**config.mk**
```make
export PLATFORM = sky130hd
export DESIGN_NAME = mem_arbiter
export DESIGN_NICKNAME = d
export VERILOG_FILES = /design/src/rtl/mem_arbiter.sv
export SDC_FILE = /design/constraint.sdc
export NUM_CORES = 1
export LEC_CHECK = 0
export CAP_MARGIN = 20
export CORE_AREA = 3 3 120 122
export CTS_BUF_LIST = sky130_fd_sc_hd__clkbuf_16
export CTS_CLUSTER_DIAMETER = 120
export DETAILED_ROUTE_END_ITERATION = 10
export DIE_AREA = 0 0 123 125
export PLACE_DENSITY = 0.79
export RECOVER_POWER = 25
export SYNTH_ARGS = -nofsm -noshare
export SYNTH_HDL_FRONTEND = slang
export SYNTH_SLANG_ARGS = --single-unit
```
**constraint.sdc**
```tcl
create_clock -name clk -period 1.95 [get_ports clk]
set_input_delay 0.39 -clock clk [delete_from_list [all_inputs] [get_ports clk]]
set_output_delay 0.39 -clock clk [all_outputs]
set_load 0.05 [all_outputs]
```
**src/rtl/mem_arbiter.sv**
```systemverilog
`default_nettype none
// ============================================================================
//  Module      : mem_arbiter
//  Description : Shares a single-port req/ack backing memory between the
//                instruction-fetch port and the load/store port. One
//                transaction outstanding at a time; data wins ties unless IF
//                has been starved for STARVE_MAX consecutive data grants.
//  Options     : MEM_ARB_TIMEOUT_EN - abort a transaction after TIMEOUT busy
//                cycles without mem_ack, return 32'hDEADBEEF, set sticky err.
//  Revision    : 1.0 - initial release
// ============================================================================
module mem_arbiter #(
   parameter int D_WIDTH    = 32,
   parameter int A_WIDTH    = 32,
   parameter int STARVE_MAX = 4,
   parameter int TIMEOUT    = 16
) (
   input  logic               clk,
   input  logic               rst,
   input  logic               if_req,
   input  logic [A_WIDTH-1:0] if_addr,
   output logic               if_gnt,
   output logic               if_rvalid,
   output logic [D_WIDTH-1:0] if_rdata,
   input  logic               d_req,
   input  logic               d_we,
   input  logic [A_WIDTH-1:0] d_addr,
   input  logic [D_WIDTH-1:0] d_wdata,
   output logic               d_gnt,
   output logic               d_rvalid,
   output logic [D_WIDTH-1:0] d_rdata,
   output logic               mem_req,
   output logic               mem_we,
   output logic [A_WIDTH-1:0] mem_addr,
   output logic [D_WIDTH-1:0] mem_wdata,
   input  logic               mem_ack,
   input  logic [D_WIDTH-1:0] mem_rdata,
   output logic               busy,
   output logic               err
);

   localparam int            SW         = $clog2(STARVE_MAX + 1);
   localparam logic [SW-1:0] STARVE_LIM = SW'(STARVE_MAX);

   typedef enum logic [1:0] {
      IDLE    = 2'd0,
      IF_BUSY = 2'd1,
      D_BUSY  = 2'd2
   } state_t;

   state_t             state;
   state_t             state_nxt;
   logic               grant_d;
   logic               grant_if;
   logic               finish;
   logic               tmo;
   logic [D_WIDTH-1:0] finish_data;
   logic [SW-1:0]      starve_cnt;

   // State register
   always_ff @(posedge clk) begin
      if (!rst) begin
         state <= IDLE;
      end else begin
         state <= state_nxt;
      end
   end

   // Arbitration in IDLE; completion (ack or abort) in the busy states
   always_comb begin
      state_nxt = state;
      grant_d   = 1'b0;
      grant_if  = 1'b0;
      finish    = 1'b0;
      case (state)
         IDLE: begin
            // Data drains first so a load-use stall resolves, unless IF has
            // already lost STARVE_MAX grants in a row.
            if (d_req && ((starve_cnt < STARVE_LIM) || !if_req)) begin
               grant_d   = 1'b1;
               state_nxt = D_BUSY;
            end else if (if_req) begin
               grant_if  = 1'b1;
               state_nxt = IF_BUSY;
            end
         end
         IF_BUSY, D_BUSY: begin
            if (mem_ack || tmo) begin
               finish    = 1'b1;
               state_nxt = IDLE;
            end
         end
         default: state_nxt = IDLE;
      endcase
   end

   assign busy = (state != IDLE);

   // Request capture onto the memory bus, grant/valid pulses, read-data return
   always_ff @(posedge clk) begin
      if (!rst) begin
         mem_req    <= 1'b0;
         mem_we     <= 1'b0;
         mem_addr   <= '0;
         mem_wdata  <= '0;
         if_gnt     <= 1'b0;
         d_gnt      <= 1'b0;
         if_rvalid  <= 1'b0;
         d_rvalid   <= 1'b0;
         if_rdata   <= '0;
         d_rdata    <= '0;
         starve_cnt <= '0;
      end else begin
         if_gnt    <= grant_if;
         d_gnt     <= grant_d;
         if_rvalid <= finish && (state == IF_BUSY);
         d_rvalid  <= finish && (state == D_BUSY);
         if (grant_d) begin
            mem_req   <= 1'b1;
            mem_we    <= d_we;
            mem_addr  <= d_addr;
            mem_wdata <= d_wdata;
            if (!if_req) begin
               starve_cnt <= '0;
            end else if (starve_cnt < STARVE_LIM) begin
               starve_cnt <= starve_cnt + 1'b1;
            end
         end else if (grant_if) begin
            mem_req    <= 1'b1;
            mem_we     <= 1'b0;
            mem_addr   <= if_addr;
            mem_wdata  <= '0;
            starve_cnt <= '0;
         end else if (finish) begin
            mem_req <= 1'b0;
            mem_we  <= 1'b0;
            if (state == IF_BUSY) begin
               if_rdata <= finish_data;
            end else if (!mem_we || tmo) begin
               // A completed store leaves the last load data in place
               d_rdata <= finish_data;
            end
         end
      end
   end

`ifdef MEM_ARB_TIMEOUT_EN
   localparam int                TW         = $clog2(TIMEOUT + 1);
   localparam logic [TW-1:0]     TMO_LAST   = TW'(TIMEOUT - 1);
   localparam logic [D_WIDTH-1:0] ABORT_DATA = D_WIDTH'(32'hDEADBEEF);

   logic [TW-1:0] tmo_cnt;
   logic          err_r;

   // Busy-cycle counter and sticky timeout flag
   always_ff @(posedge clk) begin
      if (!rst) begin
         tmo_cnt <= '0;
         err_r   <= 1'b0;
      end else begin
         if (state == IDLE) begin
            tmo_cnt <= '0;
         end else begin
            tmo_cnt <= tmo_cnt + 1'b1;
         end
         if (tmo) begin
            err_r <= 1'b1;
         end
      end
   end

   // Abort wins over an ack arriving in the same cycle
   assign tmo         = (state != IDLE) && (tmo_cnt == TMO_LAST);
   assign err         = err_r;
   assign finish_data = tmo ? ABORT_DATA : mem_rdata;
`else
   // TIMEOUT has no effect without the abort logic
   logic unused_timeout;
   assign unused_timeout = (TIMEOUT != 0);
   assign tmo            = 1'b0;
   assign err            = 1'b0;
   assign finish_data    = mem_rdata;
`endif

endmodule
`default_nettype wire

```
Word-level counts from Yosys, hierarchy flattened
Index checks and enable logic that the tools add are counted.

storage, ports and cells
  bits in registers = 139
  bits in latches = 0
  RAM bits = 0
  bits in read-only memories = 0
  output and inout bits = 136
  word-level logic and storage cells = 61
  memories kept = 0

cells by class
  $add $sub $neg = 1
  multiply operators = 0
  div/mod/pow operators = 0
  $lt $le $gt $ge = 1
  equality and inequality tests = 5
  shift operators = 0
  muxes and demuxes = 24
  bitwise gates (word level) = 4
  reduce and logical (&&, ||, !) cells = 14

operators by type and width
  cell                                                                   count
  32-bit two-way mux                                                     4
  1-bit two-way mux                                                      12
  3-bit two-way mux                                                      4
  2-bit two-way mux                                                      3
  5-bit AND reduction                                                    1
  1-bit NOT                                                              4
  2-bit one-hot mux with 2 select lines                                  1
  2-bit AND reduction                                                    2
  4-bit AND reduction                                                    1
  2-bit nonzero test                                                     2
  3-bit by 1-bit adder with 3-bit output, second input constant          1
  1-bit logical AND                                                      3
  3-bit less-than comparator, second input constant                      1
  3-bit by 2-bit != test with 1-bit output, second input constant        1
  3-bit != test, second input constant                                   1
  3-bit nonzero test                                                     1
  2-bit by 1-bit equality test with 1-bit output, second input constant  1
  2-bit equality test, second input constant                             1
  2-bit logical NOT                                                      1
  2-bit != test, second input constant                                   1
  2-bit OR reduction                                                     1
  1-bit logical NOT                                                      1
  1-bit logical OR                                                       1

Longest topological paths before layout
  word-level depth = 7
  gate-level depth with buffers = 7
  depth with buffers taken out = 5

Worst setup path after synthesis
Ideal clock, no wire load.

  kind = register -> register
  start = register state[0]
  end = register mem_addr[22]
  setup time = 0.086 ns
  data arrival time = 1.777 ns
  required time = 1.864 ns
  slack = 0.088 ns
  stages on the path, launching flop included = 7
  clock period less this slack = 1.862 ns
  path through = dfxtp_1 > inv_1 > ha_1 > inv_1 > clkbuf_1 > nor3_1 > a211oi_1

between the ends
  longest elaborated chain between the ends = 3

ends and longest elaborated chain
  element                                                          RTL line  text
  from (decl)                                                      51        state_t state;
  from (signal assigned)                                           65        state <= state_nxt;
  2-bit logical NOT (*)                                            75        case (state)
  1-bit two-way mux                                                75
  32-bit two-way mux / 2-bit nonzero test (equally long branches)  n/a
  to (signal assigned)                                             121       mem_addr <= d_addr;
  to (signal assigned)                                             131       mem_addr <= if_addr;
  to (decl)                                                        34        output logic [A_WIDTH-1:0] mem_addr,

Mark *: on every way between the ends. The rest lies on a longest branch, timed or not.
A chain may end at the register's enable or synchronous reset.

Worst setup path in the final report
  start = register d_gnt
  end = output d_gnt

RTL lines
  element                 RTL line  text
  from (decl)             29        output logic d_gnt,
  from (signal assigned)  115       d_gnt <= grant_d;

No word-level cell between the ends.

==> flow_metrics.env <==
export IMPL_cts_made_buffers=17
export IMPL_num_io_pins=270
export IMPL_end_kind="primary output"
export IMPL_startpoint_type="flop"
export IMPL_synth_cell_type_count=33
export IMPL_drc_errors=0
export IMPL_rsz0062_at_grt="no"
export IMPL_synth_xor_area_frac=0
export IMPL_diodes=0
export IMPL_via_per_inst=5.08
export IMPL_rows=42
export IMPL_place_gp_congestion=0.822
export IMPL_drt_pre_antenna_iters=5
export IMPL_finalHoldViolCount=0
export IMPL_path_clk_slew_ns=0.06
export IMPL_synth_simple_gate_area_share=0.157
export IMPL_postSynthCellCount=557
export IMPL_synth_fa_ha_area_frac=0.00935
export IMPL_synth_top_family_by_area="simple AND/OR/NAND/NOR gates"
export IMPL_start_util=0.403
export IMPL_peakVddDrop_v=0.000474
export IMPL_htreeDepth=4
export IMPL_yosysSeqAreaShare=0.520
export IMPL_portBuffers=268
export IMPL_path_cells="clkdlybuf4s50_1"
export IMPL_setup_ws_ns=0.0401
export IMPL_die_x_um=123
export IMPL_synth_mux_area_frac=0.120
export IMPL_slew_headroom=0.558
export IMPL_dp_hpwl_mm=11.5
export IMPL_postCtsHoldBufs=0
export IMPL_coreArea_mm2=0.0133
export IMPL_fillers=1129
export IMPL_layout_drive_gt1_share=0.0642
export IMPL_worst_pin_slew_ns=0.665
export IMPL_clk_latency_ns=0.41
export IMPL_arrival_ns=1.52
export IMPL_worst_path_buf_inv=1
export IMPL_path_class="reg -> out"
export IMPL_die_height_um=125
export IMPL_cp_slowest_cell="clkdlybuf4s50_1"
export IMPL_grt_start_max_net_pins=98
export IMPL_status="finished, final reports clean"
export IMPL_critPathMaxStageDelay_ns=0.80
export IMPL_cp_max_fo=1
export IMPL_grt_use_met2=0.346
export IMPL_use_met3=0.0574
export IMPL_multiInputGateArea_mm2=0.00231
export IMPL_regArea_mm2=0.00278
export IMPL_clk_path_buf_depth=2
export IMPL_grt_antenna_before_repair=0
export IMPL_required_ns=1.56
export IMPL_fmax_mhz=524
export IMPL_final_max_slew_viol_count=0
export IMPL_grt_usage=0.209
export IMPL_syn_to_final_growth_pct=58.8
export IMPL_cts_setup_buffers=0
export IMPL_drt_wl_total_mm=16.5
export IMPL_synth_compound_area_frac=0.140
export IMPL_path_delay_family="buffers and inverters"
export IMPL_power_uw=7870
export IMPL_finalNetCount=952
export IMPL_setup_viol=0
export IMPL_fin_worst_hold_slack_ns=0.420
export IMPL_cts_tree="built"
export IMPL_ant_nets=0
export IMPL_power_per_cell_area_mw_per_mm2=925
export IMPL_leakage_uw=0.00374
export IMPL_maxCapViolCount=0
export IMPL_synth_avg_cell_area_um2=9.61
export IMPL_ys_seq_elements=139
export IMPL_ctsRootBufferMaster="clkbuf_16"
export IMPL_setup_tns_ns=0
export IMPL_synth_fp_nets=695
export IMPL_grt_pass1_vias=5186
export IMPL_pre_cts_slack_ns=-0.104
export IMPL_grt_use_met1=0.254
export IMPL_initialDrtViolationCount=384
export IMPL_fin_crit_sh=0.979
export IMPL_vias=5088
export IMPL_die_area_mm2=0.0154
export IMPL_top_usage_layer="met2"
export IMPL_cts_sinks=139
export IMPL_min_period_ns=1.91
export IMPL_skew_ns=0.00672
export IMPL_overflow=0
export IMPL_routedWlPerCell_um=16.5
export IMPL_yosys_warnings=0
export IMPL_synth_area_mm2=0.00535
export IMPL_grt_pass1_wl_mm=25.9
export IMPL_min_path_type="in -> reg"
## final cells by class
| class | count | area share |
|---|---|---|
| multi-input cells | 363 | 0.271 |
| repair buffers | 289 | 0.310 |
| well taps | 176 | 0.0259 |
| clock buffers | 17 | 0.0500 |
| flip-flops and latches | 139 | 0.327 |
| inverters | 4 | 0.00177 |
| clock inverters | 13 | 0.0135 |
## cells in the mapped netlist, drive strengths merged
cell    instances  area share
or2             1      0.0012
nand4b          1      0.0016
o21a            1      0.0028
or4             1      0.0021
clkinv          1     0.00070
a32o            1      0.0019
or3             2      0.0023
o32ai           1      0.0016
and4            1      0.0016
a21oi           5      0.0047
o21ai          34       0.032
and3            2      0.0023
a211oi         32       0.045
and2            1      0.0012
nor2            5      0.0035
nor2b           1      0.0012
nand2         105       0.074
or4b            1      0.0019
nor3b           1      0.0014
mux2i          64        0.12
nand2b          1      0.0012
a22o           32       0.052
nor3           65       0.062
dfxtp         139        0.52
buf            17       0.027
conb            1     0.00070
ha              4      0.0093
inv             3      0.0021
clkbuf         34       0.024
## metrics by stage
stage,cell area (um2),util,cells
detailed placement,8240,0.620,970
finish,8500,0.640,1001
global route,8500,0.640,1001
CTS,8690,0.653,1001
floorplan,5350,-,557
global placement,8240,0.620,970
## what timing repair did
| item | CTS | global route |
|---|---|---|
| setup endpoints to repair | 103 | 20 |
| resized for setup | 104 | 20 |
| cloned | 1 | 0 |
## placed cells by master (no fill, tap or decap), types with 2 or more instances in the layout
| cell type | n |
|---|---|
| mux2i_1 | 64 |
| o21ai_0 | 34 |
| a21oi_1 | 5 |
| dlygate4sd2_1 | 102 |
| buf_4 | 10 |
| buf_12 | 8 |
| clkbuf_16 | 17 |
| clkdlybuf4s50_1 | 133 |
| nand2_1 | 105 |
| nor2_1 | 3 |
| ha_1 | 3 |
| clkinv_2 | 4 |
| bufinv_16 | 2 |
| clkbuf_1 | 32 |
| nor3_1 | 64 |
| inv_1 | 6 |
| a22o_1 | 32 |
| a211oi_1 | 32 |
| dfxtp_1 | 139 |
| nor2_2 | 2 |
| clkbuf_4 | 2 |
| clkinv_1 | 2 |
| or3_1 | 2 |
| and3_1 | 2 |
## logic make-up (layout without fill, tap and decap cells)
family / count (synthesis) / in the layout
other cells: 1 / 1
fa+ha+maj: 4 / 4
mux: 64 / 64
flops: 139 / 139
buf+inv: 55 / 323
compound gates: 106 / 106
simple gates: 188 / 188
## worst paths after layout
check                from            end  slack [ns]  cells past startpoint
min reg2reg  if_rdata[12]   if_rdata[12]        0.45                      2
max                 d_gnt          d_gnt        0.04                      1
max reg2reg      state[0]   mem_addr[13]        0.20                      6
min                   rst  starve_cnt[0]        0.42                      3
## routing by layer
layer  share of wire  vias up
met2            0.49      234
met4           0.019        0
met1            0.41     2357
met5               0        -
met3           0.084       24
li1                -     2473
## flip-flops by register name, summed over array words and instances (netlist names)
| name | count |
|---|---|
| mem_wdata | 32 |
| mem_req | 1 |
| d_rdata | 32 |
| if_gnt | 1 |
| if_rvalid | 1 |
| mem_we | 1 |
| d_rvalid | 1 |
| if_rdata | 32 |
| state | 2 |
| starve_cnt | 3 |
| d_gnt | 1 |
| mem_addr | 32 |
## power by group
group          internal (uW)  total, uW  switching [uW]
Combinational            662       1810            1140
Sequential              3020       3110            87.7
Clock                   1830       2950            1120
Total                   5520       7870            2350
(Power assumes the default switching activity.)
==> RTL change, RTL diff (config.mk and constraints unchanged) <==
Change the parameter `A_WIDTH` from 32 to 64.
--- a/src/rtl/mem_arbiter.sv
+++ b/src/rtl/mem_arbiter.sv
@@ -12,5 +12,5 @@
 module mem_arbiter #(
    parameter int D_WIDTH    = 32,
-   parameter int A_WIDTH    = 32,
+   parameter int A_WIDTH    = 64,
    parameter int STARVE_MAX = 4,
    parameter int TIMEOUT    = 16
Ports: changed (resized d_addr, if_addr and mem_addr); port bits go from 270 to 366. The function was not compared with the original's and may differ.
==> RTL change against the original RTL <==
Sequential share of layout area shrank 1.2 points. Worst setup slack gained 0.072 ns. Sequential cell count up 32. Sequential power up 25%. Die area unchanged. Clock skew grew 0.00087 ns. Clock power rose by 9.2%. Routed wire length increased by 52%. Global-route usage grew 10 points. Final cell count rose by 28%. Power rose by 23%. Synthesized area is 27% higher. Cell area grew 28%.
==> RTL change: results (changes against the original RTL) <==
dp_cells: 1246  # +28%
hold_path_class: "in -> reg"
synth_commonest_cells: "dfxtp_1 (171), nor3_1 (128), nand2_1 (104), o21ai_0 (66)"
pwr_density_cell_nw_per_um2: 895  # -3.2%
powerClk_uw: 3220  # +9.2%
synth_adder_area_share: 0.00738  # -0.00197
synth_area_leaders: "dfxtp_1 (50%), mux2i_1 (9.4%), nor3_1 (9.4%)"
synth_compound_area_frac: 0.171  # +0.0305
whs_ns: 0.426  # +0.00600 ns
cts.repair.resized: 106  # +1.9%
vias: 7094  # +39%
num_antenna_cells: 1  # +1
p_leak_uw: 0.00452  # +21%
critical_path_arrival_ns: 2.18  # +0.66 ns
ys_seq_elements: 171  # +23%
seq_power_share: 0.399  # +0.004
setup_violations: 0  # unchanged
p_switching_uw: 3190  # +36%
status: "finished clean"
ys_seq_area_frac: 0.505  # -0.0149
antenna_found_initial: 1  # +1
tightest_slew_ns: 0.727  # +0.0622 ns
nFillCells: 989  # -12%
place_congestion: 0.863  # +4.9%
drive_above_1_share: 0.0726  # +0.00835
multi_input_area_share: 0.281  # +0.00978
seq_area_um2: 3420  # +23%
drt_iter0_markers: 492  # +28%
finClkSkew_ns: 0.00759  # +0.000867 ns
ir_worst_vdd_mv: 0.548  # +16%
reg2reg_slack_ns: 0.12  # -0.08 ns
grt_start_max_net_pins: 66  # -33%
dp_hpwl_um: 18100  # +58%
clkCellAreaFrac: 0.0513  # -0.0122
yosysUniqueCellTypes: 34  # +3.0%
cp_slowest_stage_delay_ns: 0.43  # -0.37 ns
layout.nonclk_buf_frac: 0.330  # +0.0197
[RTL change: worst reg2reg max path: stages (launching register included)]
cell,delay [ns]
dfxtp_1,0.34
inv_1,0.08
ha_4,0.22
o21a_2,0.17
or4_4,0.54
clkbuf_16,0.23
mux2i_1,0.13
[RTL change: path summary, 6_finish.rpt]
check / startpoint / end / cells past startpoint
max: if_req / if_rdata[26] / 6
min: rst / starve_cnt[1] / 2
max reg2reg: state[1] / d_rdata[19] / 6
min reg2reg: if_rdata[5] / if_rdata[5] / 2
[RTL change: through the flow]
stage,util,instance area [um^2],worst slack (ns)
floorplan,-,6780,0.174
global placement,0.800,10600,-0.266
detailed placement,0.800,10600,-0.297
CTS,0.833,11100,-0.0165
global route,0.816,10800,0.0104
finish,0.816,10800,0.112
[RTL change: metal layers]
layer  global-route usage  part of all wire  up-vias
li1                     -                 -     3356
met1                0.343              0.36     3301
met2                0.530              0.49      368
met3                0.104             0.093       69
met4                0.152             0.050        0
met5                    0                 0        -
